$ cat config.mk
export PLATFORM = sky130hd
export DESIGN_NAME = boe_tx
export DESIGN_NICKNAME = d
export VERILOG_FILES = /design/src/rtl/boe_tx.sv
export SDC_FILE = /design/constraint.sdc
export NUM_CORES = 1
export LEC_CHECK = 0
export CELL_PAD_IN_SITES_DETAIL_PLACEMENT = 1
export CELL_PAD_IN_SITES_GLOBAL_PLACEMENT = 1
export CORE_MARGIN = 8
export CORE_UTILIZATION = 46
export CTS_CLUSTER_DIAMETER = 150
export CTS_CLUSTER_SIZE = 40
export DETAILED_ROUTE_END_ITERATION = 8
export PLACE_DENSITY_LB_ADDON = 0.08
export SLEW_MARGIN = 10
export SYNTH_ARGS = -nofsm -noshare
export SYNTH_HDL_FRONTEND = slang
export SYNTH_SLANG_ARGS = --single-unit
export TNS_END_PERCENT = 50
$ cat constraint.sdc
create_clock -name clk -period 2.5 [get_ports clk]
set_input_delay 0.375 -clock clk [delete_from_list [all_inputs] [get_ports clk]]
set_output_delay 0.375 -clock clk [all_outputs]
set_load 0.01 [all_outputs]
$ cat src/rtl/boe_tx.sv
// Byte-oriented frame transmitter: buffers up to MAX_LEN bytes, replays them with a length tag
// on the first byte, then holds an idle gap sized to the frame before accepting the next one.
module boe_tx #(
    parameter int MAX_LEN   = 6,
    parameter int GAP_EXTRA = 2
) (
    input  logic       clk,
    input  logic       rst,
    input  logic       in_valid,
    input  logic [7:0] in_data,
    input  logic       in_last,
    output logic       in_ready,
    output logic [2:0] data_num,
    output logic [7:0] data_out,
    output logic       busy,
    output logic [7:0] frame_cnt
);

    typedef enum logic [1:0] {LOAD, SEND, GAP} state_t;

    state_t     r_state;
    logic [2:0] r_len;
    logic [2:0] r_idx;
    logic [3:0] r_gap;
    logic [7:0] r_buf [MAX_LEN];
    logic       r_in_ready;
    logic [2:0] r_data_num;
    logic [7:0] r_data_out;
    logic       r_busy;
    logic [7:0] r_frame_cnt;

    logic w_accept;
    logic w_close;

    assign w_accept = (r_state == LOAD) && in_valid;
    assign w_close  = w_accept && (in_last || (r_len == 3'(MAX_LEN - 1)));

    assign in_ready  = r_in_ready;
    assign data_num  = r_data_num;
    assign data_out  = r_data_out;
    assign busy      = r_busy;
    assign frame_cnt = r_frame_cnt;

    always_ff @(posedge clk or negedge rst) begin
        if (!rst) begin
            r_state     <= LOAD;
            r_len       <= '0;
            r_idx       <= '0;
            r_gap       <= '0;
            r_in_ready  <= 1'b1;
            r_data_num  <= '0;
            r_data_out  <= '0;
            r_busy      <= 1'b0;
            r_frame_cnt <= '0;
            // NOTE: the buffer is reset as well, so a discarded frame never leaks into the next one.
            for (int i = 0; i < MAX_LEN; i++) r_buf[i] <= '0;
        end else begin
            case (r_state)
                LOAD: begin
                    if (w_accept) begin
                        r_buf[r_len] <= in_data;
                        r_len        <= r_len + 3'd1;
                        if (w_close) begin
                            r_state    <= SEND;
                            r_in_ready <= 1'b0;
                            r_busy     <= 1'b1;
                            r_data_num <= r_len + 3'd1;
                            // A one-byte frame closes before buf[0] is written, so forward the input.
                            r_data_out <= (r_len == 3'd0) ? in_data : r_buf[0];
                            r_idx      <= 3'd1;
                        end
                    end
                end
                SEND: begin
                    r_data_num <= '0;
                    if (r_idx == r_len) begin
                        r_state    <= GAP;
                        r_data_out <= '0;
                        r_gap      <= 4'(r_len) + 4'(GAP_EXTRA) - 4'd1;
                    end else begin
                        r_data_out <= r_buf[r_idx];
                        r_idx      <= r_idx + 3'd1;
                    end
                end
                GAP: begin
                    if (r_gap == 4'd0) begin
                        r_state     <= LOAD;
                        r_in_ready  <= 1'b1;
                        r_busy      <= 1'b0;
                        r_frame_cnt <= r_frame_cnt + 8'd1;
                        r_len       <= '0;
                        r_idx       <= '0;
                        for (int i = 0; i < MAX_LEN; i++) r_buf[i] <= '0;
                    end else begin
                        r_gap <= r_gap - 4'd1;
                    end
                end
                default: r_state <= LOAD;
            endcase
        end
    end

endmodule

# Word-level counts from Yosys, hierarchy flattened

Cells that the tools add are included.

Flip-flop bits (word level): 81
Bits in latches: 0
Memories kept: 0
Bits of input ports: 12
RAM bits: 0
Bits in read-only memories: 0
Output and inout bits: 21

Muxes and demuxes: 40
Add/sub/neg operators: 6
Bitwise gates (word level): 2
Order comparisons: 3
Eq/ne operators: 10
Multipliers: 0
Divide/modulo/power cells: 0
Shift operators: 0
Reduce and logical (&&, ||, !) cells: 18

Operator list:

| cell                | number |
|---|---|
| $mux 48             | 2 |
| $pmux 48 s2         | 1 |
| $mux 8              | 7 |
| $bwmux 48           | 1 |
| $bmux 8 s3          | 1 |
| $demux 8 s3         | 1 |
| $mux 3              | 7 |
| $pmux 8 s2          | 1 |
| $ne 2x2->1 const B  | 6 |
| $pmux 3 s2          | 2 |
| $pmux 3 s3          | 1 |
| $reduce_and 3->1    | 3 |
| $add 8x1->8 const B | 1 |
| $ge 4x4->1 const B  | 2 |
| $mux 2              | 4 |
| $mux 4              | 2 |
| $not 3->4           | 2 |
| $pmux 4 s2          | 1 |
| $reduce_and 4->1    | 2 |
| $sub 4x1->4 const B | 2 |
| $add 3x1->3 const B | 2 |
| $mux 1              | 6 |
| $pmux 2 s3          | 1 |
| $reduce_bool 2->1   | 3 |
| other kinds (15)    | 18 |

# Depth between registers and ports, before layout

Depth in word-level cells: 8
Mapped depth: 9
Depth with buffers taken out: 6

# Least setup slack after synthesis

OpenSTA, ideal clock, no wires.

Path type: register to register
Start: reg r_len[1]
End: reg r_data_out[2] (netlist: data_out[2])
Arrival time: 1.798 ns
Period minus slack after synthesis: 1.924 ns
Cell stages (with the launch flop): 9
Setup slack: 0.576 ns
Path through: dfrtp_1 -> buf_2 -> inv_1 -> ha_1 -> a21o_1 -> a31oi_4 -> buf_2 -> nor3_1 -> a221o_1

Cells in the longest elaborated chain, start to end: 5
Elaborated cells on any way between the ends: 12
Those cells by class: eq/ne: 3; mux: 5; reduce/logical: 4

RTL lines:

| element                                        | line   | source |
|---|---|---|
| start, declared                                | 22     | `logic [2:0] r_len;` |
| start signal, assigned                         | 62     | `r_len <= r_len + 3'd1;` |
| $logic_not 3->1 or $eq 3x3->1 (tied branches)  | 69, 36 |  |
| $mux 8 or $logic_or 1x1->1 (tied branches)     | 69, 36 |  |
| $mux 8 or $logic_and 1x1->1 (tied branches)    | 63, 36 |  |
| $mux 8 or $ne 2x2->1 (tied branches)           | --     |  |
| $pmux 8 s2 or $reduce_and 3->1 (tied branches) | --     |  |
| end signal, assigned                           | 69     | `r_data_out <= (r_len == 3'd0) ? in_data : r_buf[0];` |
| end signal, assigned                           | 81     | `r_data_out <= r_buf[r_idx];` |
| end, declared                                  | 28     | `logic [7:0] r_data_out;` |

Parallel ways exist; a longest one is shown, timed or not. The select of a mux whose other input is x is not followed.
A chain may end at the register's enable or synchronous reset.

# Worst setup path in the final report

Start: reg r_state[0]
End: reg r_buf[1] in the netlist's numbering

Cells in the longest elaborated chain, start to end: 4
Elaborated cells on any way between the ends: 8
Those cells by class: eq/ne: 3; mux: 1; reduce/logical: 4

RTL lines:

| element                       | line   | source |
|---|---|---|
| start, declared               | 21     | `state_t r_state;` |
| start signal, assigned        | 46     | `r_state <= LOAD;` |
| start signal, assigned        | 64     | `r_state <= SEND;` |
| start signal, assigned        | 77     | `r_state <= GAP;` |
| $logic_not 2->1               | 35, 58 |  |
| $logic_and 1x1->1             | 35     | `assign w_accept = (r_state == LOAD) && in_valid;` |
| $ne 2x2->1 (no line)          | --     |  |
| $reduce_and 3->1 (no line)    | --     |  |
| end signal, assigned by index | 61     | `r_buf[r_len] <= in_data;` |
| end, declared                 | 25     | `logic [7:0] r_buf [MAX_LEN];` |

Parallel ways exist; a longest one is shown, timed or not.

==> results.toml <==
[yosys]
synth_xor_area_share_pct = 2.31
synth_seq_cells = 81
synth_top_family_by_area = "compound AO/OA/AOI/OAI gates"
yosysMostFrequentCell = "nand2_1"
yosys-top-cells-count = "89 x nand2_1, 80 x dfrtp_1, 64 x o21ai_0"
ys_types = 56
ys_warn_count = 0
synth_seq_area_share_pct = 48.7
synth-compound-area-share_pct = 16.1
syn_area_sq_um = 4160
yosys.area_share.simple_pct = 16.1
synth_area_leaders = "dfrtp_1 48%, nand2_1 8.0%, o21ai_0 7.7%, mux2i_1 4.3%, mux4_2 3.8%"
syn_inst = 410
synth-async-reset-ratio_pct = 100
synthMuxAreaShare_pct = 9.38
synth_largest_area_cell = "dfrtp_1"
yosys.area_share.adder_pct = 3.00
synth.net_count = 432
synth_edf_count = 0
synth_top_area_share_pct = 48.1
synth_top_flop_cell = "dfrtp_1"
avgSynthCellArea_sq_um = 10.2

[placed_design]
hpwlAfterDp_um = 8670
numPortBuffers = 32
post-place-ws_ns = 0.320
gp_congestion = 0.801
placed_cells = 550

[sta]
finalCritPeriodShare_pct = 88.4
setup_violations = 0
post-route-min-period_ns = 2.21
rsz0062_at_grt = "false"
layout_setup_ws_ns = 0.291
max_freq_ghz = 0.453
finClkSkew_ns = 0.0110
hold_viol_final = 0
worstMarginPinSlew_ns = 0.801
maxSlewViolCount = 0
fin_tns_setup_ns = 0
timing.slew.headroom_pct = 46.6

[drt]
vias_per_cell = 5.88
vias = 3327
routed_wl_um = 11900
drc_errors = 0
wl_per_cell_um = 21.1
firstDrtPassIters = 4
drtIter0Drc = 197
ant_nets = 0

[cts]
ctsHtreeMaxLevel = 3
clockBufferDepth = 2
clkLatencyLatePin_ns = 0.36
ctsHoldBuffers = 0
root_buffer = "clkbuf_8"
cts_tree = "built"
numCtsBuffers = 9
clock_sinks = 81
cts_resized = 0
cts_setup_buffers = 0
path_clk_slew_ns = 0.09

[power]
power_density_nw_per_um2 = 1330
p_leak_nw = 2.20
vdd_drop_max_uv = 469
power.total_w = 0.00647

[setup_path]
path_max_fanout = 13
critPathLaunchType = "flip-flop"
cp-end-kind = "flip-flop"
r2r_cells = 6
crit_required_ns = 2.72
cp.arrival_ns = 2.43
criticalPathCategory = "reg2reg"

[floorplanning]
rows = 34
core_area_sq_um = 8760
start_util_pct = 47.5
dieArea_sq_um = 12400
die_w_um = 111
pin_count = 33
die_h_um = 111

[cells_and_area]
antenna_cells = 0
drive_above_1_share_pct = 12.7
fin_nets = 475
area_growth_pct = 17.0
utilization_pct = 55.6
stdcell_count = 566

[global_routing]
track_usage_pct = 20.1
grt_pass1_vias = 3590
grt_pass1_wl_um = 20100
grt_start_max_net_pins = 45
grt_overflow_total = 0
antenna_found_initial = 0

[run_status]
outcome = "completed"

[job]
max_cap_violations = 0

[worst_hold_path]
hp-class = "in2async"
[sequential cells by signal, indices dropped and copies added, names as in the netlist]
name	cells
busy	1
data_num	3
data_out	8
frame_cnt	8
in_ready	1
r_buf	48
r_gap	4
r_idx	3
r_len	3
r_state	2
[per-layer routing]
layer	up-vias	global-route usage (%)	routed length (um)
li1	1548	-	-
met1	1696	26.9	5440
met2	75	32.2	5760
met3	8	4.87	626
met4	0	4.71	111
met5	-	0	0
[placed cells by master, fill, tap and decap left out, types with 7 or more instances in the layout]
cell type,netlist,routed
nor3_1,12,12
ha_1,10,10
a221o_1,8,8
mux4_2,7,7
o21ai_0,64,64
nand2_1,89,89
mux2i_1,18,18
dfrtp_1,80,80
clkbuf_8,1,10
a21oi_1,8,8
buf_4,3,23
clkdlybuf4s50_1,0,31
inv_1,11,11
nor2_1,7,7
[worst max-delay path, cell delays in order (launching register included)]
cell	delay, ns
dfrtp_1	0.41
inv_1	0.12
ha_1	0.32
and4bb_2	0.49
o221ai_1	0.42
nand2_1	0.18
o21ai_0	0.12
[per-stage QoR]
| stage | hold slack, ns | area, sq um |
|---|---|---|
| detailed placement | 0.406 | 4640 |
| global placement | 0.405 | 4640 |
| CTS | 0.00675 | 4870 |
| finish | 0.000105 | 4870 |
| floorplan | 0.0794 | 4160 |
| global route | 0.0285 | 4870 |
[final timing paths]
| kind | slack (ns) | to | from |
|---|---|---|---|
| min | 0.0001 | data_num[1] | rst |
| max in group asynchronous | 1.80 | r_buf[32] | rst |
| min reg2reg | 0.47 | frame_cnt[7] | frame_cnt[7] |
| min in group clk | 0.47 | frame_cnt[7] | frame_cnt[7] |
| max reg2reg | 0.29 | r_buf[1] | r_state[0] |
| max | 0.29 | r_buf[1] | r_state[0] |
[logic make-up after synthesis]
group / Yosys count
AO/OA/AOI/OAI: 105
XOR/XNOR: 11
adder cells (fa/ha/maj): 10
buffers and inverters: 33
flip-flops: 81
multiplexers: 28
AND/OR/NAND/NOR: 142
[cell type report]
cell class / count / area, sq um
multi-input cells: 296 / 1950
fillers: 985 / 3890
flip-flops and latches: 81 / 2030
well taps: 108 / 135
repair buffers: 54 / 483
clock inverters: 6 / 97.6
inverters: 11 / 41.3
clock buffers: 10 / 138
[where the power goes]
group	internal, W	switching (W)	total, W
registers	0.00182	0.000430	0.00225
clock network	0.000606	0.000533	0.00114
logic	0.00131	0.00177	0.00307
total	0.00374	0.00273	0.00647
No activity file was read; power rests on OpenSTA's default activity.
